`config.mk`:
```
export PLATFORM = sky130hd
export DESIGN_NAME = wb_stage_flat
export DESIGN_NICKNAME = d
export VERILOG_FILES = /design/src/rtl/wb_stage_if.sv /design/src/rtl/wb_stage.sv /design/src/flat_wrapper.sv
export SDC_FILE = /design/constraint.sdc
export NUM_CORES = 1
export LEC_CHECK = 0
export BUFFER_PORTS_ARGS = -buffer_cell sky130_fd_sc_hd__clkbuf_2
export CAP_MARGIN = 20
export CORE_UTILIZATION = 45
export DETAILED_ROUTE_END_ITERATION = 10
export GPL_TIMING_DRIVEN = 1
export HOLD_SLACK_MARGIN = 0.02
export PLACE_DENSITY_LB_ADDON = 0.12
export SETUP_SLACK_MARGIN = 0.5
export SLEW_MARGIN = 20
export SYNTH_ARGS = -nofsm -noshare
export SYNTH_HDL_FRONTEND = slang
export SYNTH_SLANG_ARGS = --single-unit
export TNS_END_PERCENT = 10
```
`constraint.sdc`:
```
create_clock -name clk -period 5 [get_ports clk]
set_clock_uncertainty 0.1 [all_clocks]
set_input_delay 0.75 -clock clk [delete_from_list [all_inputs] [get_ports clk]]
set_output_delay 0.75 -clock clk [all_outputs]
set_load 0.02 [all_outputs]
```
`src/rtl/wb_stage_if.sv`:
```
// wb_stage_if: MEM-stage retire bus, data-memory load return and regfile
// write port of the write-back stage, bundled for the stage boundary.
interface wb_stage_if;
  logic        mem_valid;
  logic        mem_we;
  logic [4:0]  mem_waddr;
  logic [31:0] mem_wdata;
  logic        mem_load;
  logic [2:0]  mem_ld_type;
  logic [1:0]  mem_addr_lo;
  logic        flush;
  logic        dmem_rvalid;
  logic [31:0] dmem_rdata;
  logic        we;
  logic [4:0]  waddr;
  logic [31:0] wdata;
  logic        stall_req;
  logic        busy;

  modport master (
    output mem_valid, mem_we, mem_waddr, mem_wdata, mem_load, mem_ld_type,
           mem_addr_lo, flush, dmem_rvalid, dmem_rdata,
    input  we, waddr, wdata, stall_req, busy
  );

  modport slave (
    input  mem_valid, mem_we, mem_waddr, mem_wdata, mem_load, mem_ld_type,
           mem_addr_lo, flush, dmem_rvalid, dmem_rdata,
    output we, waddr, wdata, stall_req, busy
  );
endinterface

```
`src/rtl/wb_stage.sv`:
```
// wb_stage: write-back stage of the 5-stage MIPS pipeline. Registers retiring
// results onto the regfile write port and parks in WAIT for variable-latency
// load returns, holding MEM upstream via stall_req meanwhile.
// Optional feature macro: WB_SUBWORD_LOAD_EN enables lb/lbu/lh/lhu byte/half
// extraction; without it every load writes the full returned word.
module wb_stage (
  input  logic       clk,
  input  logic       rst,
  wb_stage_if.slave  bus
);

  typedef enum logic {IDLE, WAIT} state_t;

  state_t      state_q, state_d;

  // Latched load context (captured when a load is accepted)
  logic        ld_we_p0;
  logic [4:0]  ld_waddr_p0;
  logic [2:0]  ld_type_p0;
  logic [1:0]  ld_addr_lo_p0;

  // Registered regfile write port
  logic        we_p1;
  logic [4:0]  waddr_p1;
  logic [31:0] wdata_p1;

  logic        we_d;
  logic [4:0]  waddr_d;
  logic [31:0] wdata_d;
  logic        latch_ld;
  logic        stall;
  logic [31:0] load_data;

`ifdef WB_SUBWORD_LOAD_EN
  // Align and extend the returned word; ld_type 0 and 5-7 are plain lw.
  // A halfword uses addr_lo[1] only; misalignment is not trapped here.
  function automatic logic [31:0] extract(input logic [2:0]  ld_type,
                                          input logic [1:0]  lo,
                                          input logic [31:0] d);
    logic signed [7:0]  b;
    logic signed [15:0] h;
    case (lo)
      2'd0:    b = d[7:0];
      2'd1:    b = d[15:8];
      2'd2:    b = d[23:16];
      default: b = d[31:24];
    endcase
    h = lo[1] ? d[31:16] : d[15:0];
    case (ld_type)
      3'd1:    return {{24{b[7]}}, b};
      3'd2:    return {24'd0, b};
      3'd3:    return {{16{h[15]}}, h};
      3'd4:    return {16'd0, h};
      default: return d;
    endcase
  endfunction

  assign load_data = extract(ld_type_p0, ld_addr_lo_p0, bus.dmem_rdata);
`else
  logic unused_ld_ctx;
  assign unused_ld_ctx = ^{ld_type_p0, ld_addr_lo_p0};
  assign load_data     = bus.dmem_rdata;
`endif

  // Next-state, next write-port values and load-context capture
  always_comb begin
    state_d  = state_q;
    we_d     = 1'b0;
    waddr_d  = waddr_p1;
    wdata_d  = wdata_p1;
    latch_ld = 1'b0;
    stall    = 1'b0;
    case (state_q)
      IDLE: begin
        if (bus.mem_valid && !bus.flush) begin
          if (bus.mem_load) begin
            latch_ld = 1'b1;
            state_d  = WAIT;
          end else begin
            we_d    = bus.mem_we && (bus.mem_waddr != 5'd0);
            waddr_d = bus.mem_waddr;
            wdata_d = bus.mem_wdata;
          end
        end
      end
      WAIT: begin
        // A load in WAIT is committed: flush and mem_* are not looked at
        stall = !bus.dmem_rvalid;
        if (bus.dmem_rvalid) begin
          we_d    = ld_we_p0 && (ld_waddr_p0 != 5'd0);
          waddr_d = ld_waddr_p0;
          wdata_d = load_data;
          state_d = IDLE;
        end
      end
    endcase
  end

  // State register; reset abandons any outstanding load
  always_ff @(posedge clk or posedge rst) begin
    if (rst) state_q <= IDLE;
    else     state_q <= state_d;
  end

  // Load context capture on acceptance
  always_ff @(posedge clk or posedge rst) begin
    if (rst) begin
      ld_we_p0      <= 1'b0;
      ld_waddr_p0   <= 5'd0;
      ld_type_p0    <= 3'd0;
      ld_addr_lo_p0 <= 2'd0;
    end else if (latch_ld) begin
      ld_we_p0      <= bus.mem_we;
      ld_waddr_p0   <= bus.mem_waddr;
      ld_type_p0    <= bus.mem_ld_type;
      ld_addr_lo_p0 <= bus.mem_addr_lo;
    end
  end

  // Regfile write-port register
  always_ff @(posedge clk or posedge rst) begin
    if (rst) begin
      we_p1    <= 1'b0;
      waddr_p1 <= 5'd0;
      wdata_p1 <= 32'd0;
    end else begin
      we_p1    <= we_d;
      waddr_p1 <= waddr_d;
      wdata_p1 <= wdata_d;
    end
  end

  assign bus.we        = we_p1;
  assign bus.waddr     = waddr_p1;
  assign bus.wdata     = wdata_p1;
  assign bus.stall_req = stall;
  assign bus.busy      = (state_q == WAIT);

endmodule

```
`src/flat_wrapper.sv`:
```
// flat-port wrapper written by rule: the top's interface ports become plain ports
module wb_stage_flat 
  (clk, rst, bus_mem_valid, bus_mem_we, bus_mem_waddr, bus_mem_wdata, bus_mem_load, bus_mem_ld_type, bus_mem_addr_lo, bus_flush, bus_dmem_rvalid, bus_dmem_rdata, bus_we, bus_waddr, bus_wdata, bus_stall_req, bus_busy);
  wb_stage_if bus_i ();
  input  logic clk;
  input  logic rst;
  input wire logic [$bits(bus_i.mem_valid)-1:0] bus_mem_valid;
  input wire logic [$bits(bus_i.mem_we)-1:0] bus_mem_we;
  input wire logic [$bits(bus_i.mem_waddr)-1:0] bus_mem_waddr;
  input wire logic [$bits(bus_i.mem_wdata)-1:0] bus_mem_wdata;
  input wire logic [$bits(bus_i.mem_load)-1:0] bus_mem_load;
  input wire logic [$bits(bus_i.mem_ld_type)-1:0] bus_mem_ld_type;
  input wire logic [$bits(bus_i.mem_addr_lo)-1:0] bus_mem_addr_lo;
  input wire logic [$bits(bus_i.flush)-1:0] bus_flush;
  input wire logic [$bits(bus_i.dmem_rvalid)-1:0] bus_dmem_rvalid;
  input wire logic [$bits(bus_i.dmem_rdata)-1:0] bus_dmem_rdata;
  output wire logic [$bits(bus_i.we)-1:0] bus_we;
  output wire logic [$bits(bus_i.waddr)-1:0] bus_waddr;
  output wire logic [$bits(bus_i.wdata)-1:0] bus_wdata;
  output wire logic [$bits(bus_i.stall_req)-1:0] bus_stall_req;
  output wire logic [$bits(bus_i.busy)-1:0] bus_busy;
  assign bus_i.mem_valid = bus_mem_valid;
  assign bus_i.mem_we = bus_mem_we;
  assign bus_i.mem_waddr = bus_mem_waddr;
  assign bus_i.mem_wdata = bus_mem_wdata;
  assign bus_i.mem_load = bus_mem_load;
  assign bus_i.mem_ld_type = bus_mem_ld_type;
  assign bus_i.mem_addr_lo = bus_mem_addr_lo;
  assign bus_i.flush = bus_flush;
  assign bus_i.dmem_rvalid = bus_dmem_rvalid;
  assign bus_i.dmem_rdata = bus_dmem_rdata;
  assign bus_we = bus_i.we;
  assign bus_waddr = bus_i.waddr;
  assign bus_wdata = bus_i.wdata;
  assign bus_stall_req = bus_i.stall_req;
  assign bus_busy = bus_i.busy;
  wb_stage u_core (.clk(clk), .rst(rst), .bus(bus_i));
endmodule
```
==> results of run 1 <==
[kinds of logic (layout without fill, tap and decap cells)]
group	Yosys count	after routing	share of synthesized area (%)
compound gates	3	3	1.01
mux	80	80	43.2
simple gates	7	7	2.78
buf+inv	11	125	4.91
flops	45	45	48.1
[worst register-to-register path, cell delays in order, from the launching register on]
cell	delay [ns]
dfrtp_2	0.75
nor4b_4	0.47
a21o_4	0.56
mux2_2	0.41
[routing by layer]
metal	track usage (%)	vias to the layer above	part of all wire, %
met2	30.5	51	51
met1	21.4	736	43
li1	-	752	-
met5	0	-	0
met4	3.21	0	0.38
met3	6.10	2	5.6
[power groups by stage]
| stage | clock network (W) | logic [W] | registers, W |
|---|---|---|---|
| floorplan | 0 | 0.000211 | 0.000636 |
| global placement | 0 | 0.000448 | 0.000536 |
| detailed placement | 0 | 0.000454 | 0.000537 |
| CTS | 0.000250 | 0.000455 | 0.000533 |
| global route | 0.000265 | 0.000479 | 0.000548 |
| finish | 0.000239 | 0.000447 | 0.000532 |
[area by class of cell]
| type | count | area [sq um] | share of cell area [%] |
|---|---|---|---|
| sequential | 45 | 1130 | 37.5 |
| multi-input combinational | 90 | 1110 | 36.9 |
| timing repair buffer | 116 | 583 | 19.4 |
| clock buffer | 7 | 96.3 | 3.20 |
| tap | 67 | 83.8 | 2.79 |
| clock inverter | 1 | 5.00 | 0.166 |
| inverter | 1 | 3.75 | 0.125 |
[worst max-delay path by stage]
stage	startpoint	end	slack, ns
floorplan	u_core.bus.busy	bus_stall_req	2.84
global placement	u_core.bus.busy	u_core.bus.wdata[13]	2.26
detailed placement	u_core.bus.busy	u_core.bus.wdata[17]	2.24
CTS	u_core.bus.busy	u_core.bus.wdata[17]	2.22
global route	u_core.bus.busy	bus_stall_req	2.30
finish	u_core.bus.busy	bus_stall_req	2.42
[sequential cells by signal, indices dropped and copies added (netlist names)]
name,cells
u_core.bus.wdata,32
u_core.bus.waddr,5
u_core.ld_waddr_p0,5
u_core.bus.busy,1
u_core.bus.we,1
u_core.ld_we_p0,1
[cells in the final DEF (no fill, tap or decap)]
cell,n
mux2_2,50
o211ai_1,1
nor2b_1,1
nor4b_4,1
dfrtp_2,1
inv_2,1
or2_2,1
clkbuf_8,7
o2111ai_1,1
or4_1,2
clkbuf_2,115
mux2_4,30
nand2_1,1
nor4bb_1,1
clkinv_2,1
buf_4,1
a21o_4,1
dfrtp_1,44
[through the flow]
| stage | cell area (sq um) | utilization (%) | hold WS [ns] | std cells |
|---|---|---|---|---|
| after floorplan | 2340 | - | 0.381 | 146 |
| after global placement | 2900 | 59.5 | 0.391 | 319 |
| after detailed placement | 2900 | 59.5 | 0.392 | 319 |
| after CTS | 3000 | 61.5 | 0.414 | 327 |
| after global routing | 3010 | 61.7 | 0.425 | 327 |
| final | 3010 | 61.7 | 0.411 | 327 |
==> summary.txt, run 1 <==
Synth
  – Synth top area cells: dfrtp_1 48%, mux2_2 24%, mux2_4 19%
  – Syn nets: 227
  – Post-Synthesis Cells: 146
  – Main synth FF type: dfrtp_1
  – Synth Register Bits: 45
  – Synth top area share: about half
  – Post-synth EDFFs: 0
  – Syn_area_per_cell: 16.1 sq um
  – Register area share after synthesis: 48.1%
  – Post-synth top area cell: dfrtp_1
  – Post-Syn Area: ~0.0023 sq mm
  – Total number of yosys warnings: 0
  – Top post-synthesis cells by count: 50 x mux2_2, 45 x dfrtp_1, 30 x mux2_4, 3 x buf_12, 3 x buf_6
  – Synth cell types: 17
  – Async SR Flop Fraction: 100%
  – Count leader, synth: mux2_2

Setup path
  – Crit Path Max Fanout: between 40 and 50
  – Worst Path Required: 4.15 ns
  – Top delay family on crit path: flip-flops
  – CP max stage cell: dfrtp_2
  – CP Data Arrival Time: 1.73 ns
  – Register-to-register path setup slack: 2.62 ns
  – WS Path Type: reg2out
  – R2r endpoint: u_core.bus.wdata[17]
  – Crit path cell chain: nor2b_1, clkbuf_2
  – Critical Path Max Stage Delay: approximately 1 ns
  – Setup crit end kind: output pin
  – CP bufs+invs: 1
  – Worst r2r src: u_core.bus.busy
  – CP Launch Type: register
  – Worst path depth: 2
  – Path depth of the worst reg2reg path: 3

Layout
  – Synthesis-to-layout area growth: 28.4%
  – Number of fill cells: 417
  – Layout cells sized above 1: 80.4%
  – Layout net count: 340
  – ANT cells: 0

GRT
  – First-pass GRT wire length: approximately 7.3 mm
  – Vias in the first global route: 1597
  – Initial antenna violation count: 0
  – GRT Util Overall: 17.6%
  – Global route overflow: 0
  – Largest net degree at the start of global routing: 46

Timing
  – Unrepaired setup endpoints after global routing: false
  – F_max: 388 MHz
  – Setup TNS Final: 0 ns
  – Slew margin rel.: 36.4%
  – Final Hold Vio Count: 0
  – Final Setup Violations: 0
  – Post-route minimum period: 2.58 ns
  – Setup slack after layout: 2.42 ns
  – Final Max Slew Viols: 0
  – Final worst path period share: 51.5%
  – Worst Tran Pin Value: 0.954 ns

CTS
  – Hold_buf cts: 0
  – Setup Fix Bufs, Post-CTS: 0
  – Clk_lat worst skew: 0.28 ns
  – H-tree depth: 2
  – Post-CTS Resized: 0
  – Root Driver: clkbuf_8
  – Num CTS Buffers: 5
  – Clk buf depth: 2
  – Clk sink count: 45
  – Worst-path clk slew: about 0.080 ns
  – CTS tree: done

Power
  – Logic gate share of total power: 36.7%
  – Pwr Total: 0.00122 W
  – Worst vdd rail ir drop: 0.000243 V
  – Pwr Density: 405 mW/mm^2
  – Reg power frac: 43.7%
  – Switching Share: 32.4%
  – Pleak: about 1.5 nW
  – Pint: 0.000823 W
  – P_sw: ~0.0004 W
  – Clock network fraction of design power: between 10% and 20%

Worst hold path
  – Hold Crit Depth: 1
  – Hold Path End: u_core.bus.wdata[17]
  – Worst hold start: u_core.bus.wdata[17]
  – Min-Delay Path Class: reg2reg

Placed design
  – Worst slack, placed: 2.24 ns
  – DP Wirelength: roughly 3.2 mm
  – Final GP Congestion: 0.669
  – IO buf count: 115

Route
  – Initial DRC Count: 61
  – Drt pass-1 iters: 3
  – Drt wl/cell: 13.8 um
  – ANT nets after route: 0
  – # DRC: 0
  – Post-DR vias/cell: about 4.7
  – Number of vias in the routed layout: 1541
  – Total Wirelength: 4.51 mm

Floorplanning
  – Core ar.: 0.00488 sq mm
  – Vert. Die Dim: 74.2 um
  – Die Area: 0.00550 sq mm
  – Initial Util: 48.0%
  – DIE WIDTH: 74.2 um
  – Site Rows: 25
  – I/O Pins: 121

Run status
  – Status: complete, no violations

Run
  – Max-Cap Viols: 0
Power figures use the tool's default switching activity.
==> run 2: changes to the inputs <==
--- a/config.mk
+++ b/config.mk
@@ -7,7 +7,7 @@
 export LEC_CHECK = 0
 export BUFFER_PORTS_ARGS = -buffer_cell sky130_fd_sc_hd__clkbuf_2
 export CAP_MARGIN = 20
-export CORE_UTILIZATION = 45
+export CORE_UTILIZATION = 41
 export DETAILED_ROUTE_END_ITERATION = 10
 export GPL_TIMING_DRIVEN = 1
 export HOLD_SLACK_MARGIN = 0.02
==> constraint.sdc (replaced) <==
create_clock -name clk -period 2.2 [get_ports clk]
set_clock_uncertainty 0.1 [all_clocks]
set_input_delay 0.33 -clock clk [delete_from_list [all_inputs] [get_ports clk]]
set_output_delay 0.33 -clock clk [all_outputs]
set_load 0.02 [all_outputs]
==> run 2 against run 1 <==
Compared with the run above: sequential share of layout area is 2.4 points lower; die area is 9.5% higher; routed wire length is 8.2% higher; largest power group unchanged.
==> summary.txt, run 2 (synthesis gave the netlist of run 1 again) <==
Layout
  – Layout cells sized above 1: roughly four fifths
  – Layout net count: between 300 and 400
  – Most common cell after layout, fill and taps aside: clkbuf_2
  – Largest register FFs: 32
  – Most frequent cells in the layout: 115 x clkbuf_2, 47 x mux2_2, 44 x dfrtp_1
  – Synthesis-to-layout area growth: 37.1%
  – ANT cells: 0

CTS
  – H-tree depth: 2
  – Clk buf depth: 2
  – Clk_lat worst skew: 0.29 ns
  – Root Driver: clkbuf_8
  – Worst-path clk slew: around 0.080 ns
  – Clk sink count: 45
  – CTS tree: done
  – Num CTS Buffers: 5

Timing
  – Final Hold Vio Count: 0
  – Unrepaired setup endpoints after global routing: true
  – Worst Tran Pin Value: approximately 0.44 ns
  – Setup TNS Final: 0 ns
  – Final worst path period share: 79.2%
  – Final Setup Violations: 0
  – Final Max Slew Viols: 0
  – Slew margin rel.: 70.7%
  – F_max: between 500 and 600 MHz
  – Post-route minimum period: about 1.7 ns

Route
  – ANT nets after route: 0
  – Drt pass-1 iters: 4
  – Initial DRC Count: 46
  – Post-DR vias/cell: approximately 4.7
  – # DRC: 0
  – Number of vias in the routed layout: 1639
  – Total Wirelength: 4.88 mm
  – Drt wl/cell: 14.1 um

Setup path
  – CP Data Arrival Time: about 1.8 ns
  – Worst Path Required: 2.27 ns
  – WS Path Type: reg2reg
  – Crit Path Max Fanout: 11
  – Setup crit end kind: register
  – CP Launch Type: register

Floorplanning
  – Initial Util: 42.6%
  – Core ar.: ~0.0055 sq mm
  – Die Area: 0.00602 sq mm
  – I/O Pins: 121
  – Site Rows: 27
  – Vert. Die Dim: 77.6 um
  – DIE WIDTH: between 70 and 80 um

GRT
  – First-pass GRT wire length: 7.77 mm
  – Vias in the first global route: 1681
  – GRT Util Overall: 16.7%
  – Largest net degree at the start of global routing: 27
  – Initial antenna violation count: 0
  – Global route overflow: 0

Power
  – Pwr Total: 0.00278 W
  – Pleak: 1.61 nW
  – Worst vdd rail ir drop: 0.000390 V
  – Pwr Density: 865 mW/mm^2

Placed design
  – Final GP Congestion: 0.715
  – DP Wirelength: 3.38 mm
  – IO buf count: roughly 120

Run status
  – Status: complete, no violations

Worst hold path
  – Min-Delay Path Class: in2reg

Run
  – Max-Cap Viols: 0
==> run 2: changes by cell type in the layout (fill, tap and decap cells not counted), sizes merged <==
cell,delta
buf,+11
clkbuf,+3
clkinv,-1
dlygate4sd3,+1
==> run 2: final cells by class <==
type	count	area, sq um
fillers	471	2290
multi-input cells	90	1120
inverters	1	3.75
repair buffers	130	791
flip-flops and latches	45	1130
clock buffers	8	80.1
well taps	72	90.1
==> run 2: critical path: stages (launching register included) <==
cell      delay [ns]
dfrtp_2         0.43
buf_4           0.19
nor4bb_1        0.34
buf_4           0.23
mux2_2          0.34
==> run 2: layer usage <==
layer	vias to the layer above	wire (um)	GRT usage, %
li1	788	-	-
met1	779	2150	20.8
met2	64	2360	27.5
met3	8	309	4.59
met4	0	66	6.23
met5	-	0	0
==> run 2: worst paths after layout <==
path,cells after the start,end,from,slack [ns]
worst min register to register,1,u_core.bus.wdata[24],u_core.bus.wdata[24],0.41
worst max-delay path,4,u_core.ld_waddr_p0[2],u_core.bus.busy,0.46
max in group asynchronous,4,u_core.bus.busy,rst,1.02
min in group asynchronous,3,u_core.bus.wdata[16],rst,0.48
worst max register to register,4,u_core.ld_waddr_p0[2],u_core.bus.busy,0.46
worst min-delay path,3,u_core.bus.we,bus_mem_we,0.20
==> run 2: repair_timing <==
action / in CTS / in global routing
cloned: 1 / 2
resized for setup: 4 / 6
hold endpoints to repair: 19 / 0
endpoints found under the setup margin: 45 / 45
pin swaps: 0 / 1
setup buffers: 2 / 2
hold buffers: 1 / 0
==> run 2: power by group <==
part	switching (W)	total [W]	internal, W	leakage [nW]
Sequential	0.000135	0.00119	0.00106	0.532
Combinational	0.000522	0.00111	0.000588	1.04
Clock	0.000252	0.000478	0.000226	0.0395
Total	0.000908	0.00278	0.00187	1.61
==> run 2: per-stage QoR <==
| stage | utilization (%) | area [sq um] | cells | setup WS [ns] | hold slack (ns) |
|---|---|---|---|---|---|
| global placement | 54.1 | 2980 | 330 | 0.357 | 0.250 |
| finish | 58.4 | 3210 | 346 | 0.458 | 0.199 |
| floorplan | - | 2340 | 146 | 0.437 | 0.376 |
| detailed placement | 54.1 | 2980 | 330 | 0.332 | 0.249 |
| global route | 58.4 | 3210 | 346 | 0.393 | 0.196 |
| CTS | 56.7 | 3120 | 342 | 0.431 | 0.185 |
==> run 3: changes to the inputs <==
==> constraint.sdc (replaced) <==
create_clock -name clk -period 1.52 [get_ports clk]
set_clock_uncertainty 0.1 [all_clocks]
set_input_delay 0.228 -clock clk [delete_from_list [all_inputs] [get_ports clk]]
set_output_delay 0.228 -clock clk [all_outputs]
set_load 0.02 [all_outputs]
==> run 3 against run 2 <==
Compared with the run above: the run now ends with negative setup slack left; non-clock buffer count up 2; worst hold slack worse by 0.10 ns; first-iteration DRC count up 6.5%; register-to-register slack worse by 0.56 ns; critical path depth unchanged; die area unchanged; sequential share of layout area down 3.8 points; routed wire length down 0.82%; combinational power up 86%; sequential power up 50%; highest routed layer unchanged.
==> summary.txt, run 3 (synthesis gave the netlist of run 1 again) <==
GRT
  – Global route overflow: 0
  – Vias in the first global route: ~1700
  – Initial antenna violation count: 0
  – Largest net degree at the start of global routing: 46
  – GRT Util Overall: 17.5%
  – First-pass GRT wire length: between 8 and 9 mm

Route
  – ANT nets after route: 0
  – Total Wirelength: between 4 and 5 mm
  – Post-DR vias/cell: 4.68
  – Initial DRC Count: 49
  – # DRC: 0
  – Drt pass-1 iters: 6
  – Drt wl/cell: 13.9 um
  – Number of vias in the routed layout: 1627

Layout
  – FF+latch area: around 0.0011 sq mm
  – Layout cells sized above 1: roughly 82%
  – Number of fill cells: 412
  – ANT cells: 0
  – Final core occ: between 60% and 70%
  – Synthesis-to-layout area growth: 53.6%
  – Largest register FFs: 32
  – Design area: around 0.0036 sq mm
  – Most frequent cells in the layout: 75 x clkbuf_2, 47 x mux2_2, 46 x clkbuf_8
  – Multi-input logic area: 0.00114 sq mm
  – Layout net count: approximately 360
  – Most common cell after layout, fill and taps aside: clkbuf_2

Run status
  – Status: complete, but fails checks
  – Violated checks: negative setup slack

Placed design
  – IO buf count: between 100 and 150
  – DP Area: 0.00305 sq mm
  – Final GP Congestion: 0.702
  – Worst slack, placed: -0.184 ns
  – DP Wirelength: around 3.5 mm

Worst hold path
  – Min-Delay Path Class: in2reg
  – Worst hold start: bus_mem_waddr[4]

CTS
  – H-tree depth: 2
  – Clk buf depth: 2
  – CTS tree: done
  – Clk_lat worst skew: ~0.29 ns
  – Root Driver: clkbuf_8
  – Num CTS Buffers: 5
  – Worst-path clk slew: 0.08 ns
  – Clk sink count: 45

Power
  – Pleak: 1.75 nW
  – Pwr Density: 1290 mW/mm^2
  – Worst vdd rail ir drop: 0.000616 V

Timing
  – Slew margin rel.: 82.6%
  – Setup slack after layout: -0.0975 ns
  – F_max: a little over 600 MHz
  – Final Setup Violations: 45
  – Final Max Slew Viols: 0
  – Post-route minimum period: 1.62 ns
  – Final worst path period share: 106%
  – Unrepaired setup endpoints after global routing: true
  – Worst Tran Pin Value: 0.260 ns
  – Final Hold Vio Count: 0

Floorplanning
  – Die Area: 0.00602 sq mm
  – DIE WIDTH: 77.6 um
  – Vert. Die Dim: 77.6 um
  – Core ar.: 0.00551 sq mm
  – Initial Util: 42.6%
  – I/O Pins: between 100 and 150
  – Site Rows: 27

Setup path
  – CP Launch Type: register
  – Worst Path Required: 1.60 ns
  – WS Path Type: reg2reg
  – Critical Path Start: u_core.bus.busy
  – Worst r2r src: u_core.bus.busy
  – Crit Path Max Fanout: 7
  – Setup crit end kind: register
  – CP Data Arrival Time: 1.70 ns

Run
  – Max-Cap Viols: 0
-- run 3: repair_timing --
action                                  in CTS  in global routing
setup buffers                                3                  0
hold endpoints to repair                    45                  0
endpoints found under the setup margin      85                 85
hold buffers                                 1                  0
resized for setup                           84                  5
pin swaps                                    5                  2
-- run 3: report_power, final --
group | switching, W | internal [W]
clock network | 0.000385 | 0.000411
logic | 0.000763 | 0.00130
registers | 0.000244 | 0.00153
total | 0.00139 | 0.00324
-- run 3: cell type report --
cell class,instances,area share (%)
flip-flops and latches,45,31.3
clock inverters,1,0.139
clock buffers,7,2.68
multi-input cells,90,31.6
well taps,72,2.50
repair buffers,132,31.6
inverters,1,0.104
-- run 3: per-stage QoR --
stage	total power (W)	std cells	setup TNS [ns]	hold WS, ns
finish	0.00463	348	-3.14	0.0968
global route	0.00488	348	-4.78	0.0949
CTS	0.00465	348	-3.35	0.0902
detailed placement	0.00331	336	-6.58	0.169
global placement	0.00329	336	-4.67	0.169
floorplan	0.00279	146	-8.70	0.274
-- run 3: layer usage --
| layer | track usage (%) | vias to the layer above | part of all wire (%) |
|---|---|---|---|
| li1 | - | 785 | - |
| met1 | 22.8 | 766 | 45 |
| met2 | 27.5 | 67 | 47 |
| met3 | 5.53 | 9 | 6.3 |
| met4 | 5.85 | 0 | 2.0 |
| met5 | 0 | - | 0 |
-- run 3: worst paths after layout --
check / end / slack (ns) / depth (start not counted)
worst max-delay path: u_core.ld_waddr_p0[0] / -0.1 / 4
worst min-delay path: u_core.ld_waddr_p0[4] / 0.1 / 2
worst min register to register: u_core.bus.wdata[1] / 0.43 / 1
min in group asynchronous: u_core.bus.wdata[11] / 0.40 / 4
max in group asynchronous: u_core.bus.busy / 0.70 / 4
worst max register to register: u_core.ld_waddr_p0[0] / -0.1 / 4
-- run 3: critical path, stage by stage (launching register included) --
cell      delay, ns
dfrtp_2        0.44
buf_8          0.14
nor4bb_2       0.27
buf_4          0.21
mux2_2         0.34
